`config.mk`:
```
export PLATFORM = sky130hd
export DESIGN_NAME = reg_file_controller_flat
export DESIGN_NICKNAME = d
export VERILOG_FILES = /design/src/rtl/reg_file_controller_if.sv /design/src/rtl/reg_file_controller.sv /design/src/flat_wrapper.sv
export SDC_FILE = /design/constraint.sdc
export NUM_CORES = 1
export LEC_CHECK = 0
export BUFFER_PORTS_ARGS = -buffer_cell sky130_fd_sc_hd__buf_2
export CELL_PAD_IN_SITES_DETAIL_PLACEMENT = 1
export CELL_PAD_IN_SITES_GLOBAL_PLACEMENT = 1
export CORE_MARGIN = 8
export CORE_UTILIZATION = 47
export DETAILED_ROUTE_END_ITERATION = 12
export GPL_TIMING_DRIVEN = 0
export PLACE_DENSITY = 0.77
export SYNTH_ARGS = -nofsm -noshare
export SYNTH_HDL_FRONTEND = slang
export SYNTH_SLANG_ARGS = --single-unit
```
`constraint.sdc`:
```
create_clock -name clk -period 2.9 [get_ports clk]
set_clock_uncertainty 0.15 [all_clocks]
set_input_delay 0.58 -clock clk [delete_from_list [all_inputs] [get_ports clk]]
set_output_delay 0.58 -clock clk [all_outputs]
set_load 0.05 [all_outputs]
```
`src/rtl/reg_file_controller_if.sv`:
```
`default_nettype none
// ============================================================================
//  Module      : reg_file_controller_if
//  Description : Command/result bundle for reg_file_controller.
//                master : drives enable, instr_in, data_in, load_sel and
//                         observes data_out, out_valid, busy, flags.
//                slave  : the controller itself.
//  Ports       : enable[1:0]    command (11 IR load, 10 reg load, 01 exec)
//                instr_in[IW]   instruction word for IR load
//                data_in[WIDTH] register load data
//                load_sel[AW]   register index for register load
//                data_out       last ALU result
//                out_valid      one-cycle pulse when data_out updates
//                busy           high while an execute is in flight
//                flags[1:0]     {carry/borrow, zero}
//  Revision    : 1.0 - initial release
// ============================================================================
interface reg_file_controller_if #(
    parameter int WIDTH = 8,
    parameter int NREGS = 4
);
    localparam int AW = $clog2(NREGS);
    localparam int IW = 3 + 3 * AW;

    logic [1:0]       enable;
    logic [IW-1:0]    instr_in;
    logic [WIDTH-1:0] data_in;
    logic [AW-1:0]    load_sel;
    logic [WIDTH-1:0] data_out;
    logic             out_valid;
    logic             busy;
    logic [1:0]       flags;

    modport master (
        output enable, instr_in, data_in, load_sel,
        input  data_out, out_valid, busy, flags
    );

    modport slave (
        input  enable, instr_in, data_in, load_sel,
        output data_out, out_valid, busy, flags
    );
endinterface
`default_nettype wire

```
`src/rtl/reg_file_controller.sv`:
```
`default_nettype none
// ============================================================================
//  Module      : reg_file_controller
//  Description : Small register file with an instruction register and a
//                two-operand ALU (ADD/SUB/AND/XOR). All state updates on the
//                falling edge of clk. An execute takes IDLE -> EXEC -> WB;
//                the WB actions (result publish, optional writeback) happen
//                on the edge that leaves WB, so out_valid rises two falling
//                edges after the edge that accepted the execute.
//  Ports       : clk  - clock (falling edge active)
//                rst  - synchronous active-high reset
//                bus  - reg_file_controller_if.slave command/result bundle
//  Revision    : 1.0 - initial release
// ============================================================================
module reg_file_controller #(
    parameter int WIDTH = 8,
    parameter int NREGS = 4
) (
    input  logic                  clk,
    input  logic                  rst,
    reg_file_controller_if.slave  bus
);
    localparam int AW = $clog2(NREGS);
    localparam int IW = 3 + 3 * AW;

    localparam logic [1:0] C_EN_IR   = 2'b11;
    localparam logic [1:0] C_EN_LOAD = 2'b10;
    localparam logic [1:0] C_EN_EXEC = 2'b01;

    localparam logic [1:0] C_OP_ADD = 2'b00;
    localparam logic [1:0] C_OP_SUB = 2'b01;
    localparam logic [1:0] C_OP_AND = 2'b10;

    typedef enum logic [1:0] {
        S_IDLE = 2'd0,
        S_EXEC = 2'd1,
        S_WB   = 2'd2
    } state_t;

    state_t           state_q, state_d;
    logic [WIDTH-1:0] regs_q [NREGS];
    logic [WIDTH-1:0] regs_d [NREGS];
    logic [IW-1:0]    ir_q, ir_d;

    // operands and control latched when an execute is accepted
    logic [WIDTH-1:0] opa_q, opa_d;
    logic [WIDTH-1:0] opb_q, opb_d;
    logic [1:0]       op_q, op_d;
    logic [AW-1:0]    dest_q, dest_d;
    logic             wb_q, wb_d;

    // ALU result captured in EXEC, published in WB
    logic [WIDTH-1:0] result_q, result_d;
    logic             carry_q, carry_d;

    logic [WIDTH-1:0] data_out_q, data_out_d;
    logic [1:0]       flags_q, flags_d;
    logic             out_valid_q, out_valid_d;
    logic             busy_q, busy_d;

    // instruction fields
    logic [1:0]    w_ir_op;
    logic [AW-1:0] w_ir_src0;
    logic [AW-1:0] w_ir_src1;
    logic [AW-1:0] w_ir_dest;
    logic          w_ir_wb;

    assign w_ir_op   = ir_q[IW-1:IW-2];
    assign w_ir_src0 = ir_q[3*AW:2*AW+1];
    assign w_ir_src1 = ir_q[2*AW:AW+1];
    assign w_ir_dest = ir_q[AW:1];
    assign w_ir_wb   = ir_q[0];

    // ALU on the latched operands
    logic [WIDTH:0]   w_sum;
    logic [WIDTH:0]   w_diff;
    logic [WIDTH-1:0] w_alu_res;
    logic             w_alu_carry;

    always_comb begin
        // extra MSB holds carry-out for ADD and borrow for SUB
        w_sum       = {1'b0, opa_q} + {1'b0, opb_q};
        w_diff      = {1'b0, opa_q} - {1'b0, opb_q};
        w_alu_res   = '0;
        w_alu_carry = 1'b0;
        case (op_q)
            C_OP_ADD: begin
                w_alu_res   = w_sum[WIDTH-1:0];
                w_alu_carry = w_sum[WIDTH];
            end
            C_OP_SUB: begin
                w_alu_res   = w_diff[WIDTH-1:0];
                w_alu_carry = w_diff[WIDTH];
            end
            C_OP_AND: w_alu_res = opa_q & opb_q;
            default:  w_alu_res = opa_q ^ opb_q;
        endcase
    end

    // next-state logic
    always_comb begin
        state_d     = state_q;
        regs_d      = regs_q;
        ir_d        = ir_q;
        opa_d       = opa_q;
        opb_d       = opb_q;
        op_d        = op_q;
        dest_d      = dest_q;
        wb_d        = wb_q;
        result_d    = result_q;
        carry_d     = carry_q;
        data_out_d  = data_out_q;
        flags_d     = flags_q;
        out_valid_d = 1'b0;

        case (state_q)
            S_IDLE: begin
                case (bus.enable)
                    C_EN_IR:   ir_d = bus.instr_in;
                    C_EN_LOAD: regs_d[bus.load_sel] = bus.data_in;
                    C_EN_EXEC: begin
                        opa_d   = regs_q[w_ir_src0];
                        opb_d   = regs_q[w_ir_src1];
                        op_d    = w_ir_op;
                        dest_d  = w_ir_dest;
                        wb_d    = w_ir_wb;
                        state_d = S_EXEC;
                    end
                    default: ;
                endcase
            end
            S_EXEC: begin
                result_d = w_alu_res;
                carry_d  = w_alu_carry;
                state_d  = S_WB;
            end
            S_WB: begin
                data_out_d  = result_q;
                flags_d     = {carry_q, (result_q == '0)};
                out_valid_d = 1'b1;
                if (wb_q) begin
                    regs_d[dest_q] = result_q;
                end
                // a repeated execute of the same IR must not write back again
                ir_d[0] = 1'b0;
                state_d = S_IDLE;
            end
            default: state_d = S_IDLE;
        endcase

        busy_d = (state_d != S_IDLE);
    end

    always_ff @(negedge clk) begin
        if (rst) begin
            state_q     <= S_IDLE;
            for (int i = 0; i < NREGS; i++) begin
                regs_q[i] <= '0;
            end
            ir_q        <= '0;
            opa_q       <= '0;
            opb_q       <= '0;
            op_q        <= '0;
            dest_q      <= '0;
            wb_q        <= 1'b0;
            result_q    <= '0;
            carry_q     <= 1'b0;
            data_out_q  <= '0;
            flags_q     <= '0;
            out_valid_q <= 1'b0;
            busy_q      <= 1'b0;
        end else begin
            state_q     <= state_d;
            regs_q      <= regs_d;
            ir_q        <= ir_d;
            opa_q       <= opa_d;
            opb_q       <= opb_d;
            op_q        <= op_d;
            dest_q      <= dest_d;
            wb_q        <= wb_d;
            result_q    <= result_d;
            carry_q     <= carry_d;
            data_out_q  <= data_out_d;
            flags_q     <= flags_d;
            out_valid_q <= out_valid_d;
            busy_q      <= busy_d;
        end
    end

    assign bus.data_out  = data_out_q;
    assign bus.flags     = flags_q;
    assign bus.out_valid = out_valid_q;
    assign bus.busy      = busy_q;

endmodule
`default_nettype wire

```
`src/flat_wrapper.sv`:
```
// flat-port wrapper written by rule: the top's interface ports become plain ports
module reg_file_controller_flat 
#(
    parameter int WIDTH = 8,
    parameter int NREGS = 4
)
  (clk, rst, bus_enable, bus_instr_in, bus_data_in, bus_load_sel, bus_data_out, bus_out_valid, bus_busy, bus_flags);
  reg_file_controller_if #(.WIDTH(WIDTH), .NREGS(NREGS)) bus_i ();
  input  logic clk;
  input  logic rst;
  input wire logic [$bits(bus_i.enable)-1:0] bus_enable;
  input wire logic [$bits(bus_i.instr_in)-1:0] bus_instr_in;
  input wire logic [$bits(bus_i.data_in)-1:0] bus_data_in;
  input wire logic [$bits(bus_i.load_sel)-1:0] bus_load_sel;
  output wire logic [$bits(bus_i.data_out)-1:0] bus_data_out;
  output wire logic [$bits(bus_i.out_valid)-1:0] bus_out_valid;
  output wire logic [$bits(bus_i.busy)-1:0] bus_busy;
  output wire logic [$bits(bus_i.flags)-1:0] bus_flags;
  assign bus_i.enable = bus_enable;
  assign bus_i.instr_in = bus_instr_in;
  assign bus_i.data_in = bus_data_in;
  assign bus_i.load_sel = bus_load_sel;
  assign bus_data_out = bus_i.data_out;
  assign bus_out_valid = bus_i.out_valid;
  assign bus_busy = bus_i.busy;
  assign bus_flags = bus_i.flags;
  reg_file_controller #(.WIDTH(WIDTH), .NREGS(NREGS)) u_core (.clk(clk), .rst(rst), .bus(bus_i));
endmodule
```
==> results.tsv <==
stage	metric	value	unit
placement	dpl cells	704	
clock_tree	CTS Hold Buffers Added	0	
setup_path	CP arrival	1.99	ns
clock_tree	Num Clock Sinks	85	
routing	wire per inst	23.85	um
sta	Final WS setup	-0.3641	ns
synthesis	Post-Syn Area	0.004850	mm2
finish	synth-to-layout area growth	29.46	%
synthesis	Synth Instances	535	
synthesis	asr flop ratio synth	0	%
routing	Routed Antenna Nets	0	
routing	vias per cell	6.127	
worst_hold_path	worst hold path class	flop to flop	
global_route	vias in the first global route	5544	
finish	ratio of cells with drive above 1 in the final layout	27.83	%
setup_path	CP max FO	4	
worst_hold_path	hold endpoint	u_core.dest_q[0]	
routing	vias	5061	
pwr	Leakage	0.002556	uW
placement	port bufs	33	
synthesis	post-synthesis register bit count	85	
floorplanning	Ports	35	
clock_tree	Root Buffer	clkbuf_8	
finish	Final Non-Filler Cells	826	
setup_path	worst r2r path cells	7	
sta	Max Transition Viols Final	0	
sta	Final Setup Violations	64	
clock_tree	TritonCTS clock tree	done	
worst_hold_path	Worst Hold Depth	2	
synthesis	register area share after synthesis	35.09	%
finish	sequential cell area	0.001717	mm2
placement	GPL Wtd Cong	0.8391	
finish	area occupied by multi-input gates	0.002948	mm2
clock_tree	Max clock buf depth	2	
global_route	first-pass GRT wire length	28.71	mm
routing	DRC viols	0	
global_route	All-Layer GR Usage	26.12	%
pwr	Peak supply drop	0.3084	mV
floorplanning	Starting Density	47.62	%
routing	initial DRC count	420	
status	failing checks	setup timing	
setup_path	WS Path Type	input pin to flop	
synthesis	net count of the mapped netlist	577	
synthesis	syn_area_per_cell	9.065	um2
sta	RSZ-0062 raised after global routing	yes	
pwr	total power	3008	uW
sta	actual transition at the worst max-transition pin	0.9696	ns
finish	Filler Cell Count	1195	
floorplanning	die width	117.6	um
placement	Place WS	-0.8105	ns
setup_path	CP required	1.62	ns
floorplanning	site row count	37	
placement	Post-DP HPWL	11.42	mm
status	status	complete, but fails checks	
placement	post-place instance area	0.005248	mm2
floorplanning	Die Span Y	117.6	um
finish	ant diodes	0	
synthesis	post-synth cell types	59	
global_route	grt ovf	0	
sta	Slew headroom	35.36	%
sta	final hold viol count	0	
synthesis	warnings from Yosys	0	
floorplanning	DIE AREA	0.01383	mm2
routing	drt first pass iters	5	
clock_tree	clock latency on the worst-skew pair	0.47	ns
finish	final instance area	0.006279	mm2
global_route	initial antenna violation count	0	
setup_path	Reg-to-Reg End	u_core.carry_q	
run	Max Cap Viol	0	
pwr	Pwr Density	479.1	mW/mm2
setup_path	Crit Reg-Reg Startpoint	u_core.opb_q[0]	
synthesis	Post-synth EDFFs	0	
clock_tree	CTS HTree Levels	3	
floorplanning	core area	0.01018	mm2
global_route	largest net degree at the start of global routing	15	
setup_path	critical path capture point type	flop	
setup_path	startpoint types	input pin	
routing	Detailed Route WL	19.70	mm
clock_tree	total CTS buffers	9	
clock_tree	Reg clk slew, reported paths	0.05	ns
worst_hold_path	hold path startpoint	u_core.ir_q[1]	
finish	fin nets	727	
synthesis	Most used DFF post-synth	dfxtp_1	
setup_path	worst reg2reg setup slack	0.39	ns
sta	hold slack	0.3069	ns
cells in the mapped netlist, types with 3 or more instances:
cell / number / area, um2
a21oi_1: 55 / 275.3
nand2_1: 93 / 349.1
o21ba_1: 4 / 40.04
o21ai_0: 8 / 40.04
inv_1: 17 / 63.81
nor3_4: 3 / 48.80
buf_6: 8 / 90.09
mux2i_1: 5 / 50.05
a211oi_1: 16 / 120.1
mux4_2: 17 / 382.9
nor4_1: 4 / 25.02
a211oi_2: 20 / 250.2
nor2_4: 4 / 45.04
nand3_1: 6 / 30.03
o31ai_1: 3 / 22.52
buf_12: 3 / 60.06
nor2_1: 46 / 172.7
dfxtp_1: 85 / 1702
a22oi_1: 36 / 270.3
and3_1: 6 / 37.54
nor2b_1: 3 / 18.77
clkbuf_1: 25 / 93.84
ha_1: 17 / 212.7
nand2b_1: 7 / 43.79
critical path: stages:
cell	delay, ns
buf_8	0.10
or3b_4	0.36
a21o_4	0.24
o21ba_4	0.31
buf_12	0.14
nor2_4	0.03
a211oi_2	0.22
layout make-up:
type                            count  share of cell area, %
Buffer                             38                  4.225
Clock inverter                     92                  5.799
Clock buffer                        9                  1.973
Sequential cell                    85                  27.34
Multi-Input combinational cell    390                  46.95
Timing Repair Buffer               60                  10.04
Tap cell                          136                  2.710
Inverter                           16                 0.9566
metrics by stage:
stage          utilization, %  setup TNS [ns]
6_report                61.65          -12.57
5_1_grt                 61.65          -15.75
4_1_cts                 60.20          -11.95
3_5_place_dp            51.52          -38.60
3_3_place_gp            51.52          -35.92
2_1_floorplan               -          -17.64
worst max-delay path by stage:
stage,slack (ns),endpoint,from
2_1_floorplan,-0.50,u_core.regs_q[0],bus_enable[0]
3_3_place_gp,-0.76,u_core.regs_q[0],bus_enable[0]
3_5_place_dp,-0.81,u_core.regs_q[13],bus_enable[0]
4_1_cts,-0.35,u_core.regs_q[0],bus_enable[0]
5_1_grt,-0.39,u_core.regs_q[19],bus_enable[0]
6_report,-0.36,u_core.regs_q[11],bus_enable[0]
state kept, by name (all words and copies together), names as in the netlist, 2 cells and up:
| signal | count |
|---|---|
| u_core.regs_q | 32 |
| u_core.op_q | 2 |
| u_core.bus.data_out | 8 |
| u_core.opb_q | 8 |
| u_core.result_q | 8 |
| u_core.opa_q | 8 |
| u_core.state_q | 2 |
| u_core.ir_q | 9 |
| u_core.dest_q | 2 |
| u_core.bus.flags | 2 |
power breakdown:
part	internal (uW)	total, uW	switching [uW]
sequential	1200	1240	36.3
clock	470	1420	947
combinational	145	352	207
repair_timing:
action	in CTS	in global routing
cloned	4	0
setup buffers	9	16
gates resized for setup	84	17
setup endpoints to repair	58	67
pin swaps	19	14
layer usage:
metal | global-route usage, % | wire length [um] | vias up
li1 | - | - | 2225
met1 | 26.75 | 7338 | 2493
met2 | 45.23 | 10030 | 244
met3 | 7.050 | 1260 | 99
met4 | 19.06 | 1065 | 0
met5 | 0 | 0 | -
placed cells by master (no fill, tap or decap), types with 14 or more instances in the layout:
cell type    n
inv_1      102
buf_2       21
buf_8       14
buf_6       18
nand2_1     93
nor2_1      28
a21oi_1     55
a22oi_1     36
nor2_2      18
ha_1        17
a211oi_2    30
mux4_2      17
dfxtp_1     73
clkbuf_1    18
logic make-up after synthesis:
| kind of cell | Yosys count | synth area share (%) |
|---|---|---|
| multiplexers | 22 | 8.927 |
| buffers and inverters | 60 | 7.533 |
| adder cells (fa/ha/maj) | 19 | 5.212 |
| flip-flops | 85 | 35.09 |
| AND/OR/NAND/NOR | 185 | 18.34 |
| AO/OA/AOI/OAI | 160 | 24.17 |
| XOR/XNOR | 4 | 0.7225 |
(Power assumes the default switching activity.)
